$ cat src/rtl/serial_pkg.sv
`default_nettype none
// ============================================================================
// serial_pkg : shared data width, default sizing and read-FSM states.
// Revision 1.0
// ============================================================================
package serial_pkg;

  localparam int DATA_W    = 8;
  localparam int DEPTH_DEF = 16;
  localparam int HI_WM_DEF = 12;
  localparam int LO_WM_DEF = 4;

  typedef enum logic [1:0] {
    ST_IDLE = 2'd0,
    ST_LOAD = 2'd1,
    ST_GAP  = 2'd2
  } rd_state_e;

endpackage
`default_nettype wire

$ cat src/rtl/serial_sync2.sv
`default_nettype none
// ============================================================================
// serial_sync2 : two-flop synchronizer for a single asynchronous level input.
// Revision 1.0
// ============================================================================
module serial_sync2 (
  input  logic clk_i,
  input  logic rst_ni,
  input  logic d_i,
  output logic q_o
);

  logic meta_q;
  logic sync_q;

  always_ff @(posedge clk_i or negedge rst_ni) begin
    if (!rst_ni) begin
      meta_q <= 1'b0;
      sync_q <= 1'b0;
    end else begin
      meta_q <= d_i;
      sync_q <= meta_q;
    end
  end

  assign q_o = sync_q;

endmodule
`default_nettype wire

$ cat src/rtl/serial_rx_fifo.sv
`default_nettype none
// ============================================================================
// serial_rx_fifo : UART receive FIFO with RTS/CTS flow control and paced TX handoff.
// Revision 1.0
// ============================================================================
module serial_rx_fifo
  import serial_pkg::*;
#(
  parameter int DEPTH = DEPTH_DEF,
  parameter int HI_WM = HI_WM_DEF,
  parameter int LO_WM = LO_WM_DEF
) (
  input  logic                     CLK_100_I,
  input  logic                     RSTN_I,
  input  logic [DATA_W-1:0]        BYTE_I,
  input  logic                     RDY_I,
  input  logic                     RTS_I,
  input  logic                     TX_BUSY_I,
  output logic [DATA_W-1:0]        BYTE_O,
  output logic                     RDY_O,
  output logic                     CTS_O,
  output logic [$clog2(DEPTH):0]   COUNT_O,
  output logic                     OVF_O
);

  localparam int AW = $clog2(DEPTH);
  localparam int CW = AW + 1;
  localparam logic [CW-1:0] DEPTH_C = CW'(DEPTH);
  localparam logic [CW-1:0] HI_C    = CW'(HI_WM);
  localparam logic [CW-1:0] LO_C    = CW'(LO_WM);

  logic [DATA_W-1:0] mem_q [DEPTH];
  logic [AW-1:0]     wr_ptr_q;
  logic [AW-1:0]     rd_ptr_q;
  logic [CW-1:0]     count_q;
  logic [CW-1:0]     count_d;
  logic              ovf_q;
  logic              cts_q;
  rd_state_e         state_q;
  logic [DATA_W-1:0] byte_q;
  logic              rdy_q;

  logic rts_s;
  logic full;
  logic empty;
  logic pop;
  logic push_ok;
  logic drop;

  serial_sync2 u_rts_sync (
    .clk_i  (CLK_100_I),
    .rst_ni (RSTN_I),
    .d_i    (RTS_I),
    .q_o    (rts_s)
  );

  // A pop frees a slot on the same edge, so a push into a full FIFO is kept then.
  always_comb begin
    full    = (count_q == DEPTH_C);
    empty   = (count_q == '0);
    pop     = (state_q == ST_IDLE) && !empty && rts_s && !TX_BUSY_I;
    push_ok = RDY_I && (!full || pop);
    drop    = RDY_I && full && !pop;
    count_d = count_q;
    if (push_ok && !pop) begin
      count_d = count_q + CW'(1);
    end else if (pop && !push_ok) begin
      count_d = count_q - CW'(1);
    end
  end

  always_ff @(posedge CLK_100_I) begin
    if (push_ok) begin
      mem_q[wr_ptr_q] <= BYTE_I;
    end
  end

  always_ff @(posedge CLK_100_I or negedge RSTN_I) begin
    if (!RSTN_I) begin
      wr_ptr_q <= '0;
      rd_ptr_q <= '0;
      count_q  <= '0;
      ovf_q    <= 1'b0;
      cts_q    <= 1'b1;
    end else begin
      if (push_ok) begin
        wr_ptr_q <= wr_ptr_q + AW'(1);
      end
      if (pop) begin
        rd_ptr_q <= rd_ptr_q + AW'(1);
      end
      count_q <= count_d;
      if (drop) begin
        ovf_q <= 1'b1;
      end
      if (count_d >= HI_C) begin
        cts_q <= 1'b0;
      end else if (count_d <= LO_C) begin
        cts_q <= 1'b1;
      end
    end
  end

  // Once a byte is popped it is always strobed out; rts_s only gates new pops.
  always_ff @(posedge CLK_100_I or negedge RSTN_I) begin
    if (!RSTN_I) begin
      state_q <= ST_IDLE;
      byte_q  <= '0;
      rdy_q   <= 1'b0;
    end else begin
      rdy_q <= 1'b0;
      case (state_q)
        ST_IDLE: begin
          if (pop) begin
            state_q <= ST_LOAD;
            byte_q  <= mem_q[rd_ptr_q];
            rdy_q   <= 1'b1;
          end
        end
        ST_LOAD: begin
          state_q <= ST_GAP;
        end
        ST_GAP: begin
          if (!TX_BUSY_I) begin
            state_q <= ST_IDLE;
          end
        end
        default: begin
          state_q <= ST_IDLE;
        end
      endcase
    end
  end

  assign BYTE_O  = byte_q;
  assign RDY_O   = rdy_q;
  assign CTS_O   = cts_q;
  assign COUNT_O = count_q;
  assign OVF_O   = ovf_q;

endmodule
`default_nettype wire

$ cat config.mk
export PLATFORM = sky130hd
export DESIGN_NAME = serial_rx_fifo
export DESIGN_NICKNAME = d
export VERILOG_FILES = /design/src/rtl/serial_pkg.sv /design/src/rtl/serial_sync2.sv /design/src/rtl/serial_rx_fifo.sv
export SDC_FILE = /design/constraint.sdc
export NUM_CORES = 1
export LEC_CHECK = 0
export ABC_AREA = 1
export CORE_MARGIN = 8
export CORE_UTILIZATION = 60
export CTS_CLUSTER_DIAMETER = 40
export DETAILED_ROUTE_END_ITERATION = 6
export HOLD_SLACK_MARGIN = 0.02
export PLACE_DENSITY = 0.8
export SYNTH_ARGS = -nofsm -noshare
export SYNTH_HDL_FRONTEND = slang
export SYNTH_SLANG_ARGS = --single-unit
$ cat constraint.sdc
create_clock -name CLK_100_I -period 2.8 [get_ports CLK_100_I]
set_clock_uncertainty 0.2 [all_clocks]
set_input_delay 0.56 -clock CLK_100_I [delete_from_list [all_inputs] [get_ports CLK_100_I]]
set_output_delay 0.56 -clock CLK_100_I [all_outputs]
set_load 0.01 [all_outputs]
==> impl.org <==
** Clock network
- Cts bufs inserted :: 17
- Clock-pin slew was measured on the worst setup and hold paths at 0.06 ns.
- Counting every sink on the clock net gives 156.
- Clock Latency Late Sink :: 0.53 ns
- Number of buffers added to fix hold violations after cts :: 0
- Post-CTS sizing :: 0
- Post-CTS setup-driven buffer insertion count :: 0
- Number of H-tree branching levels :: 4
- The clock passes through at most 2 buffers.
- TritonCTS built the clock tree.
- CTS root buffer :: sky130_fd_sc_hd__clkbuf_8

** Power and ir drop
- Summed over all cells, the static leakage comes to 2.77 nW.
- In this run the power density over the cells is 1060 nW/um^2.
- Largest voltage drop on the vdd net :: 674 uV

** STA
- Actual slew at the worst max-slew pin :: 0.694 ns
- Final period util :: 0.864
- Final Hold Fails :: 0
- The worst pin sits at a relative slew slack of 0.536.
- Total setup violations reported at the end of the flow :: 0
- Final Critical Period :: 2.42 ns
- Max Fclk :: 0.413 GHz
- Setup repair after global routing left no endpoint under its margin.
- For the final routed database, the setup TNS stands at 0 ns.
- The max-slew violation count was 0.

** Route
- Total DRC errors in the routed layout :: 0
- In this run, the number of DRC markers left after iteration 0 of detailed routing was 543.
- Number of vias in the routed layout :: 4251
- Final routed wire length divided by cell count :: 19.4 um
- Number of nets with antenna violations after detailed routing :: 0
- The first TritonRoute pass finished after 6 iterations.
- In the routed layout, each cell is associated on average with a via count of 5.79.
- Total Wirelength :: 14200 um

** Global routing
- For met3 alone, demand over resource in global routing was 0.0803.
- For met2 alone, demand over resource in global routing was 0.326.
- Via count of the first global-routing pass :: 4138
- Global-route wire length before repair :: 22300 um
- Antenna violations before repair :: 0
- For this run the aggregate overflow at the end of global routing stands at 0.
- In the global route stage, met1 resource usage came out at 0.254.
- Entering global routing, the biggest net connects 66 pins.
- The global routing stage identified its most utilized layer as met2.
- Total routing usage reported by global routing :: 0.206

** Cells and area
- In the final layout, the share of cells above drive strength 1 is 0.146.
- Excluding fillers, the count of instances in the completed layout stands at 734.
- The library cells used most frequently in the layout, excluding fill and tap cells, are sky130_fd_sc_hd__edfxtp_1, sky130_fd_sc_hd__nor2_1, sky130_fd_sc_hd__o21ai_0.
- Leading cell type in the layout, fill and taps excluded :: sky130_fd_sc_hd__edfxtp_1
- Compared with the post-synthesis result, the final layout area differs by 18.6%.
- In the final layout, flip-flops and latches occupy 4550 um^2.
- Multi-input logic area :: 1690 um^2
- In the final design database the tool counted 601 nets.
- The filler cells instantiated in the layout total 695.
- Diodes inserted :: 0

** Worst setup path
- The worst setup path is of the reg -> out kind.
- STA classifies the critical path endpoint as a primary output.
- The cell family contributing the most delay on the critical path is buffers and inverters.
- Among all stages on the critical path, the largest delay is contributed by sky130_fd_sc_hd__clkdlybuf4s50_1.
- In this run the worst path has a maximum fanout of 7.
- Data on the critical path is required at its endpoint by 2.04 ns.
- Arrival time worst endpoint :: 1.66 ns
- On the worst path, the slowest cell contributes a delay of 0.60 ns.
- Critical path startpoint category :: flip-flop
- The number of buffers and inverters on the critical path is 1.
- List of cells traversed by the critical path :: clkdlybuf4s50_1

** Synthesis
- The number of nets handed over by synthesis was 548.
- Synthesis produced a netlist whose cell count is 528.
- Register bit total from synthesis :: 156
- After synthesis, the mean cell area works out to 12.2 um^2.
- The synthesized design contains 128 enable-type register cells.
- Main flop type after synthesis :: sky130_fd_sc_hd__edfxtp_1
- Of the synthesized area, sequential elements account for 0.704.
- Synthesis instantiated 34 different standard cells from the library.
- During synthesis, Yosys emitted a total of 0 warnings.
- For this run, asynchronously set or reset flops after synthesis account for 0.179.
- After synthesis the cells add up to 6460 um^2.

** Die
- The die covers 14300 um^2.
- Starting density of the core :: 0.607
- Std-Cell Core Area :: 10700 um^2
- Overall die height :: 120 um
- The initialized floorplan defines 38 standard-cell rows.
- Die boundary width :: 120 um
- I/O pin count :: 29

** Placement
- Number of placed instances with taps included :: 702
- The congestion estimate from routability-driven global placement came to 0.849.
- Count of buffers from port buffering :: 28
- Half-perimeter wire length after detailed placement :: 9200 um

** Hold path
- The min-delay analysis places its worst path in the category reg -> reg.

** Job
- Max-cap viol count :: 0

** Status
- The flow ran to the end, and the final reports show no timing, DRC or antenna violations.
## path summary, 6_finish.rpt
path                       cells after the start                         from  slack [ns]                       end
setup / recovery                               1         COUNT_O[2]$_DFF_PN0_        0.38                COUNT_O[2]
hold reg to reg                                0  u_rts_sync.meta_q$_DFF_PN0_        0.15  u_rts_sync.q_o$_DFF_PN0_
min in group asynchronous                      1                       RSTN_I        0.21    state_q[0]$_DFFE_PN0P_
hold / removal                                 0  u_rts_sync.meta_q$_DFF_PN0_        0.15  u_rts_sync.q_o$_DFF_PN0_
max in group asynchronous                      2                       RSTN_I        1.62   rd_ptr_q[1]$_DFFE_PN0N_
setup reg to reg                               8         COUNT_O[0]$_DFF_PN0_        0.47     mem_q[0][4]$_DFFE_PP_
## layer usage
metal	wire length [um]	part of all wire	vias to the layer above
li1	-	-	1985
met1	5680	0.40	2025
met2	6770	0.48	207
met3	1400	0.098	34
met4	363	0.026	0
met5	0	0	-
## cell type report
type                       count  area share
sequential                   156       0.593
timing repair buffer          61      0.0705
tap                          140      0.0229
multi-input combinational    320       0.221
clock buffer                  18      0.0545
clock inverter                14      0.0255
inverter                      25      0.0126
## cell usage after synthesis (all sizes together), types with 5 or more instances
master / count / share of area
a31oi: 8 / 0.0077
clkbuf: 11 / 0.0064
o21ai: 74 / 0.057
nand4: 5 / 0.0048
o211ai: 31 / 0.036
xor2: 9 / 0.012
dfrtp: 27 / 0.10
edfxtp: 128 / 0.59
nand2: 36 / 0.024
ha: 7 / 0.014
nor2: 123 / 0.077
inv: 21 / 0.012
buf: 16 / 0.013
nand3: 20 / 0.022
## metrics by stage
stage / area, um^2 / util / setup slack (ns) / hold slack (ns) / power (mW)
after floorplan: 6460 / - / 0.578 / 0.0644 / 4.82
after global placement: 7050 / 0.662 / 0.175 / 0.135 / 5.67
after detailed placement: 7050 / 0.662 / 0.0922 / 0.138 / 5.77
after CTS: 7660 / 0.720 / 0.367 / 0.152 / 8.11
after global routing: 7660 / 0.720 / 0.319 / 0.154 / 8.52
final: 7660 / 0.720 / 0.380 / 0.149 / 8.11
## registers in the layout, summed over array words and instances, names as in the netlist
register and cells:
BYTE_O 8, COUNT_O 5, CTS_O 1, OVF_O 1, RDY_O 1, mem_q 128
rd_ptr_q 4, state_q 2, u_rts_sync.meta_q 1, u_rts_sync.q_o 1, wr_ptr_q 4
## report_power, final
group          total, mW  leakage (nW)  switching, mW  internal, mW
sequential          3.17          1.48          0.288          2.88
combinational       2.61         0.995           1.66         0.947
clock               2.34         0.289          0.886          1.45
## cell families (layout without fill, tap and decap cells)
logic type / count (synthesis) / after routing / share of synthesized area
and+or+nand+nor: 185 / 185 / 0.129
DFF: 156 / 156 / 0.704
AOI/OAI and AO/OA: 119 / 119 / 0.107
buffers and inverters: 52 / 118 / 0.0347
xor gates and xnor gates: 9 / 9 / 0.0122
adders and majority gates: 7 / 7 / 0.0136
Power figures use the tool's default switching activity.
